File: src/rtl/spi_pkg.sv
// Shared definitions for the SPI secondary endpoint.
//   SPI_SEC_DWIDTH  : default word length in bits
//   SPI_SYNC_STAGES : flops per input synchronizer
//   spi_sec_state_t : secondary FSM states
package spi_pkg;

    localparam int SPI_SEC_DWIDTH  = 8;
    localparam int SPI_SYNC_STAGES = 2;

    typedef enum logic {
        SPI_SEC_IDLE  = 1'b0,
        SPI_SEC_SHIFT = 1'b1
    } spi_sec_state_t;

endpackage

File: src/rtl/spi_sync.sv
// Multi-flop synchronizer for one asynchronous input bit.
// Ports:
//   clk : system clock
//   rst : asynchronous reset, active-low
//   d   : asynchronous input
//   q   : synchronized output (SPI_SYNC_STAGES clk of latency)
// RESET_VAL sets the value the chain holds in reset, so an idle-high
// input does not produce a false edge when reset is released.
module spi_sync
    import spi_pkg::*;
#(
    parameter logic RESET_VAL = 1'b0
) (
    input  logic clk,
    input  logic rst,
    input  logic d,
    output logic q
);

    logic [SPI_SYNC_STAGES-1:0] stages;

    // Shift the input through the flop chain; the last flop is the output.
    always_ff @(posedge clk or negedge rst) begin
        if (!rst) begin
            stages <= {SPI_SYNC_STAGES{RESET_VAL}};
        end else begin
            stages <= {stages[SPI_SYNC_STAGES-2:0], d};
        end
    end

    assign q = stages[SPI_SYNC_STAGES-1];

endmodule

File: src/rtl/spi_secondary.sv
// SPI secondary endpoint, mode 0, MSB first, oversampled on clk.
// Ports:
//   clk, rst          : system clock, asynchronous active-low reset
//   sclk, cs, mosi    : SPI pins from the initiator (asynchronous)
//   miso              : serial data to the initiator
//   wr, din, tx_full  : TX buffer load handshake
//   rd, dout, rx_valid: RX word handshake
//   done              : one-cycle pulse per completed word
//   overrun           : sticky lost-word flag (only with SPI_SEC_OVERRUN_EN)
// Optional feature macro: SPI_SEC_OVERRUN_EN.
module spi_secondary
    import spi_pkg::*;
#(
    parameter int DWIDTH = SPI_SEC_DWIDTH
) (
    input  logic              clk,
    input  logic              rst,
    input  logic              sclk,
    input  logic              cs,
    input  logic              mosi,
    output logic              miso,
    input  logic              wr,
    input  logic [DWIDTH-1:0] din,
    output logic              tx_full,
    input  logic              rd,
    output logic [DWIDTH-1:0] dout,
    output logic              rx_valid,
    output logic              done
`ifdef SPI_SEC_OVERRUN_EN
    ,
    output logic              overrun
`endif
);

    localparam int CNT_W = $clog2(DWIDTH + 1);

    logic sclk_s, cs_s, mosi_s;
    logic sclk_d, cs_d;
    logic sclk_rise, sclk_fall, cs_fall, cs_rise;

    spi_sec_state_t    state;
    logic [CNT_W-1:0]  bit_cnt;
    logic [DWIDTH-1:0] tx_sh;
    // The newest word's MSB leaves rx_sh the same cycle the word goes to
    // dout, so only DWIDTH-1 bits of history are kept.
    logic [DWIDTH-2:0] rx_sh;
    logic [DWIDTH-1:0] rx_next;
    logic [DWIDTH-1:0] tx_buf;
    logic [DWIDTH-1:0] load_word;
    logic              reload;
    logic              load_now;
    logic              take;
    logic              word_done;

    // cs idles high, so its synchronizer resets high to avoid a phantom select.
    spi_sync #(.RESET_VAL(1'b0)) u_sync_sclk (.clk(clk), .rst(rst), .d(sclk), .q(sclk_s));
    spi_sync #(.RESET_VAL(1'b1)) u_sync_cs   (.clk(clk), .rst(rst), .d(cs),   .q(cs_s));
    spi_sync #(.RESET_VAL(1'b0)) u_sync_mosi (.clk(clk), .rst(rst), .d(mosi), .q(mosi_s));

    assign sclk_rise = sclk_s & ~sclk_d;
    assign sclk_fall = ~sclk_s & sclk_d;
    assign cs_fall   = ~cs_s & cs_d;
    assign cs_rise   = cs_s & ~cs_d;

    assign load_word = tx_full ? tx_buf : '0;
    assign take      = load_now & tx_full;
    assign rx_next   = {rx_sh, mosi_s};
    assign miso      = tx_sh[DWIDTH-1];

    // Decode the cycles in which the TX shifter reloads from the buffer and
    // in which a received word completes; cs rising overrides both.
    always_comb begin
        load_now  = 1'b0;
        word_done = 1'b0;
        case (state)
            SPI_SEC_IDLE: begin
                load_now = cs_fall;
            end
            SPI_SEC_SHIFT: begin
                if (!cs_rise) begin
                    load_now  = sclk_fall & reload;
                    word_done = sclk_rise && (bit_cnt == CNT_W'(DWIDTH - 1));
                end
            end
            default: begin
                load_now  = 1'b0;
                word_done = 1'b0;
            end
        endcase
    end

    // Main FSM: edge-detect registers, shifters, bit counter and done.
    // miso is the TX shifter MSB, so it only moves when tx_sh is written.
    always_ff @(posedge clk or negedge rst) begin
        if (!rst) begin
            state   <= SPI_SEC_IDLE;
            sclk_d  <= 1'b0;
            cs_d    <= 1'b1;
            bit_cnt <= '0;
            tx_sh   <= '0;
            rx_sh   <= '0;
            reload  <= 1'b0;
            dout    <= '0;
            done    <= 1'b0;
        end else begin
            sclk_d <= sclk_s;
            cs_d   <= cs_s;
            done   <= word_done;
            case (state)
                SPI_SEC_IDLE: begin
                    if (cs_fall) begin
                        tx_sh   <= load_word;
                        bit_cnt <= '0;
                        reload  <= 1'b0;
                        state   <= SPI_SEC_SHIFT;
                    end
                end
                SPI_SEC_SHIFT: begin
                    if (cs_rise) begin
                        bit_cnt <= '0;
                        reload  <= 1'b0;
                        state   <= SPI_SEC_IDLE;
                    end else begin
                        if (sclk_rise) begin
                            rx_sh <= rx_next[DWIDTH-2:0];
                            if (word_done) begin
                                dout    <= rx_next;
                                bit_cnt <= '0;
                                reload  <= 1'b1;
                            end else begin
                                bit_cnt <= bit_cnt + 1'b1;
                            end
                        end
                        if (sclk_fall) begin
                            if (reload) begin
                                tx_sh  <= load_word;
                                reload <= 1'b0;
                            end else begin
                                tx_sh <= {tx_sh[DWIDTH-2:0], 1'b0};
                            end
                        end
                    end
                end
                default: begin
                    state <= SPI_SEC_IDLE;
                end
            endcase
        end
    end

    // TX buffer: a take by the shifter beats a simultaneous write.
    always_ff @(posedge clk or negedge rst) begin
        if (!rst) begin
            tx_buf  <= '0;
            tx_full <= 1'b0;
        end else if (take) begin
            tx_full <= 1'b0;
        end else if (wr && !tx_full) begin
            tx_buf  <= din;
            tx_full <= 1'b1;
        end
    end

    // RX valid flag: a new word keeps it set even if rd arrives together.
    always_ff @(posedge clk or negedge rst) begin
        if (!rst) begin
            rx_valid <= 1'b0;
        end else if (word_done) begin
            rx_valid <= 1'b1;
        end else if (rd) begin
            rx_valid <= 1'b0;
        end
    end

`ifdef SPI_SEC_OVERRUN_EN
    // Sticky overrun: a word landed on top of one nobody consumed.
    always_ff @(posedge clk or negedge rst) begin
        if (!rst) begin
            overrun <= 1'b0;
        end else if (word_done && rx_valid && !rd) begin
            overrun <= 1'b1;
        end else if (rd) begin
            overrun <= 1'b0;
        end
    end
`endif

endmodule

File: config.mk
export PLATFORM = sky130hd
export DESIGN_NAME = spi_secondary
export DESIGN_NICKNAME = d
export VERILOG_FILES = /design/src/rtl/spi_pkg.sv /design/src/rtl/spi_sync.sv /design/src/rtl/spi_secondary.sv
export SDC_FILE = /design/constraint.sdc
export NUM_CORES = 1
export LEC_CHECK = 0
export ABC_CLOCK_PERIOD_IN_PS = 4100
export CAP_MARGIN = 20
export CORE_MARGIN = 2
export CORE_UTILIZATION = 29
export CTS_CLUSTER_SIZE = 12
export DETAILED_ROUTE_END_ITERATION = 6
export PLACE_DENSITY_LB_ADDON = 0.12
export SLEW_MARGIN = 40
export SYNTH_ARGS = -nofsm -noshare
export SYNTH_HDL_FRONTEND = slang
export SYNTH_SLANG_ARGS = --single-unit
export TNS_END_PERCENT = 10
File: constraint.sdc
create_clock -name clk -period 4.1 [get_ports clk]
set_input_delay 0.615 -clock clk [delete_from_list [all_inputs] [get_ports clk]]
set_output_delay 0.615 -clock clk [all_outputs]
set_load 0.02 [all_outputs]
==> impl_metrics.yaml <==
run_status:
  status: "completed"
placed_design:
  dpl.hpwl_um: 2299
  gp_congestion: 0.6843
  post-place-ws_ns: 1.866
  port_buffers: 26
logic_synthesis:
  synth_seq_cells: 48
  async_flop_share_pct: 100.0
  yosysWarnings: 0
  syn_area_mm2: 0.001973
  synth_edf_count: 0
  synth_cell_types: 33
  ys.flop_type: "dfrtp_1"
  netlist_instances: 147
  syn_avg_cell_area_um2: 13.42
  synth_fp_nets: 163
  seq_area_frac_synth_pct: 61.07
worst_setup_path:
  cp-start-kind: "flop"
  cp_top_family: "buffers and inverters"
  worst-path-max-fanout: 11
  crit_slowest_cell: "clkdlybuf4s50_1"
  arrival_ns: 1.52
  path_buf_inv: 1
  worstSetupPathType: "reg -> out"
  path_cells: "clkdlybuf4s50_1"
  slowest_delay_ns: 0.67
  endpoint_kind: "primary output"
  crit_required_ns: 3.48
routing:
  final_antenna_net_count: 0
  vias_per_cell: 4.545
  wl_um: 3332
  wl_per_cell_um: 13.07
  drt_iter0_markers: 75
  drt_pre_antenna_iters: 4
  via_count: 1159
  drc: 0
timing:
  period_minus_slack_ns: 2.138
  hold_slack_ns: 0.3071
  fmax_ghz: 0.4677
  layout_worst_path_cycle_share_pct: 52.14
  fin_tns_setup_ns: 0
  fin_ws_ns: 1.962
  relSlewSlack_pct: 49.21
  setup_viol: 0
  hold_viol: 0
  worstMarginPinSlew_ns: 0.7603
  drv_slew: 0
  clock_skew_ns: 0.004356
  rsz0062_at_grt: "no"
pwr:
  power_density_mw_per_mm2: 525.5
  p_leak_uw: 0.001142
  power_uw: 1272
  peakVddDrop_v: 0.0001466
global_routing:
  grt_pass1_wl_um: 6085
  grt-ovfl-total: 0
  antenna_found_initial: 0
  track_usage_pct: 10.44
  grt_max_degree: 49
  grt_pass1_vias: 1240
clocking:
  htree_levels: 2
  postCtsSetupRepairBufs: 0
  path_clk_slew_ns: 0.09
  cts_resized: 0
  cts_tree: "yes"
  cts_buffers: 5
  postCtsHoldBufs: 0
  insertion_delay_ns: 0.30
  clock_sinks: 48
  clockRootBuffer: "clkbuf_8"
  clockBufferDepth: 2
worst_hold_path:
  holdCritPathClass: "in -> async"
layout:
  syn_to_final_growth_pct: 22.70
  final_cell_mix: "dfrtp_1 (45), clkdlybuf4s50_1 (25), mux2_1 (21)"
  nets: 190
  diodes: 0
  final_common_cell: "dfrtp_1"
  utilization_pct: 36.24
  layout-drive-gt1-share_pct: 14.86
floorplan:
  fp.dieH_um: 86.49
  die-area_mm2: 0.007480
  core_mm2: 0.006681
  num_rows: 30
  die_w_um: 86.49
  io_pins: 27
  start_util_pct: 29.53
flow_run:
  max_cap_viol_count: 0
==> metrics by stage <==
stage          instances  cell area, um^2
6_report             255             2421
5_1_grt              255             2421
4_1_cts              255             2421
3_5_place_dp         247             2295
3_3_place_gp         247             2292
2_1_floorplan        147             1973
==> synth_stat cells (2+ instances only) <==
library cell  count  share of area, %
nand2b_1          2              0.63
nand3b_1          2              0.76
dfrtp_1          45                57
mux2_2            6               3.4
clkbuf_1          2              0.38
nand2_1          18               3.4
o21ai_0           3              0.76
mux2_1           21                12
buf_2             2              0.51
a21o_1            2              0.76
inv_1             3              0.57
a21oi_1           3              0.76
nor3b_1           3               1.1
or2_1             2              0.63
dfstp_2           3               4.0
nand3_1           9               2.3
mux2_4            4               3.0
nor2b_1           2              0.63
==> registers in the layout (all words and copies together) (netlist names), 2 cells and up <==
name,count
bit_cnt,4
dout,8
rx_sh,7
tx_buf,8
tx_sh,8
u_sync_cs.stages,2
u_sync_mosi.stages,2
u_sync_sclk.stages,2
==> routing by layer <==
metal  vias to the layer above  track usage (%)  share of wire [%]
met3                         5            3.619                5.1
li1                        561                -                  -
met1                       569            13.57                 48
met5                         -                0                  0
met2                        24            15.66                 45
met4                         0            4.830                1.8
==> power breakdown <==
part           internal (uW)  switching, uW
clock                    215            155
combinational            130           97.0
sequential               593           82.2
total                    939            334
==> final timing paths <==
path                                                 start                         endpoint  slack (ns)  depth (start not counted)
min in group clk           u_sync_mosi.stages[0]$_DFF_PN0_  u_sync_mosi.stages[1]$_DFF_PN0_        0.35                          0
max                                    tx_full$_DFFE_PN0P_                          tx_full        1.96                          1
max reg2reg                                 cs_d$_DFF_PN1_              dout[5]$_DFFE_PN0P_        2.14                          5
max in group asynchronous                              rst           bit_cnt[1]$_DFFE_PN0P_        3.39                          1
min reg2reg                u_sync_mosi.stages[0]$_DFF_PN0_  u_sync_mosi.stages[1]$_DFF_PN0_        0.35                          0
min                                                    rst            tx_buf[3]$_DFFE_PN0P_        0.31                          1
==> cell families (layout without fill, tap and decap cells) <==
kind of cell             after synthesis  after routing  synth area share [%]
AO/OA/AOI/OAI                         12             12                 3.867
AND/OR/NAND/NOR                       45             45                 13.25
buffers and inverters                 10             38                 2.727
flip-flops                            48             48                 61.07
adder cells (fa/ha/maj)                1              1                0.6340
multiplexers                          31             31                 18.45
==> worst reg2reg max path: cells and delay by family, from the launching register on <==
family | cells | cell delay [ns]
flops | 1 | 0.54
buf+inv | 1 | 0.16
simple gates | 3 | 0.83
mux | 1 | 0.33
==> area by class of cell <==
| type | count | area (um^2) |
|---|---|---|
| clock buffers | 7 | 96.34 |
| clock inverters | 1 | 30.03 |
| fillers | 658 | 4260 |
| inverters | 4 | 17.52 |
| multi-input cells | 89 | 714.4 |
| flip-flops and latches | 48 | 1205 |
| well taps | 80 | 100.1 |
| repair buffers | 26 | 257.7 |
Note: power is estimated with default switching activity, not from simulation.
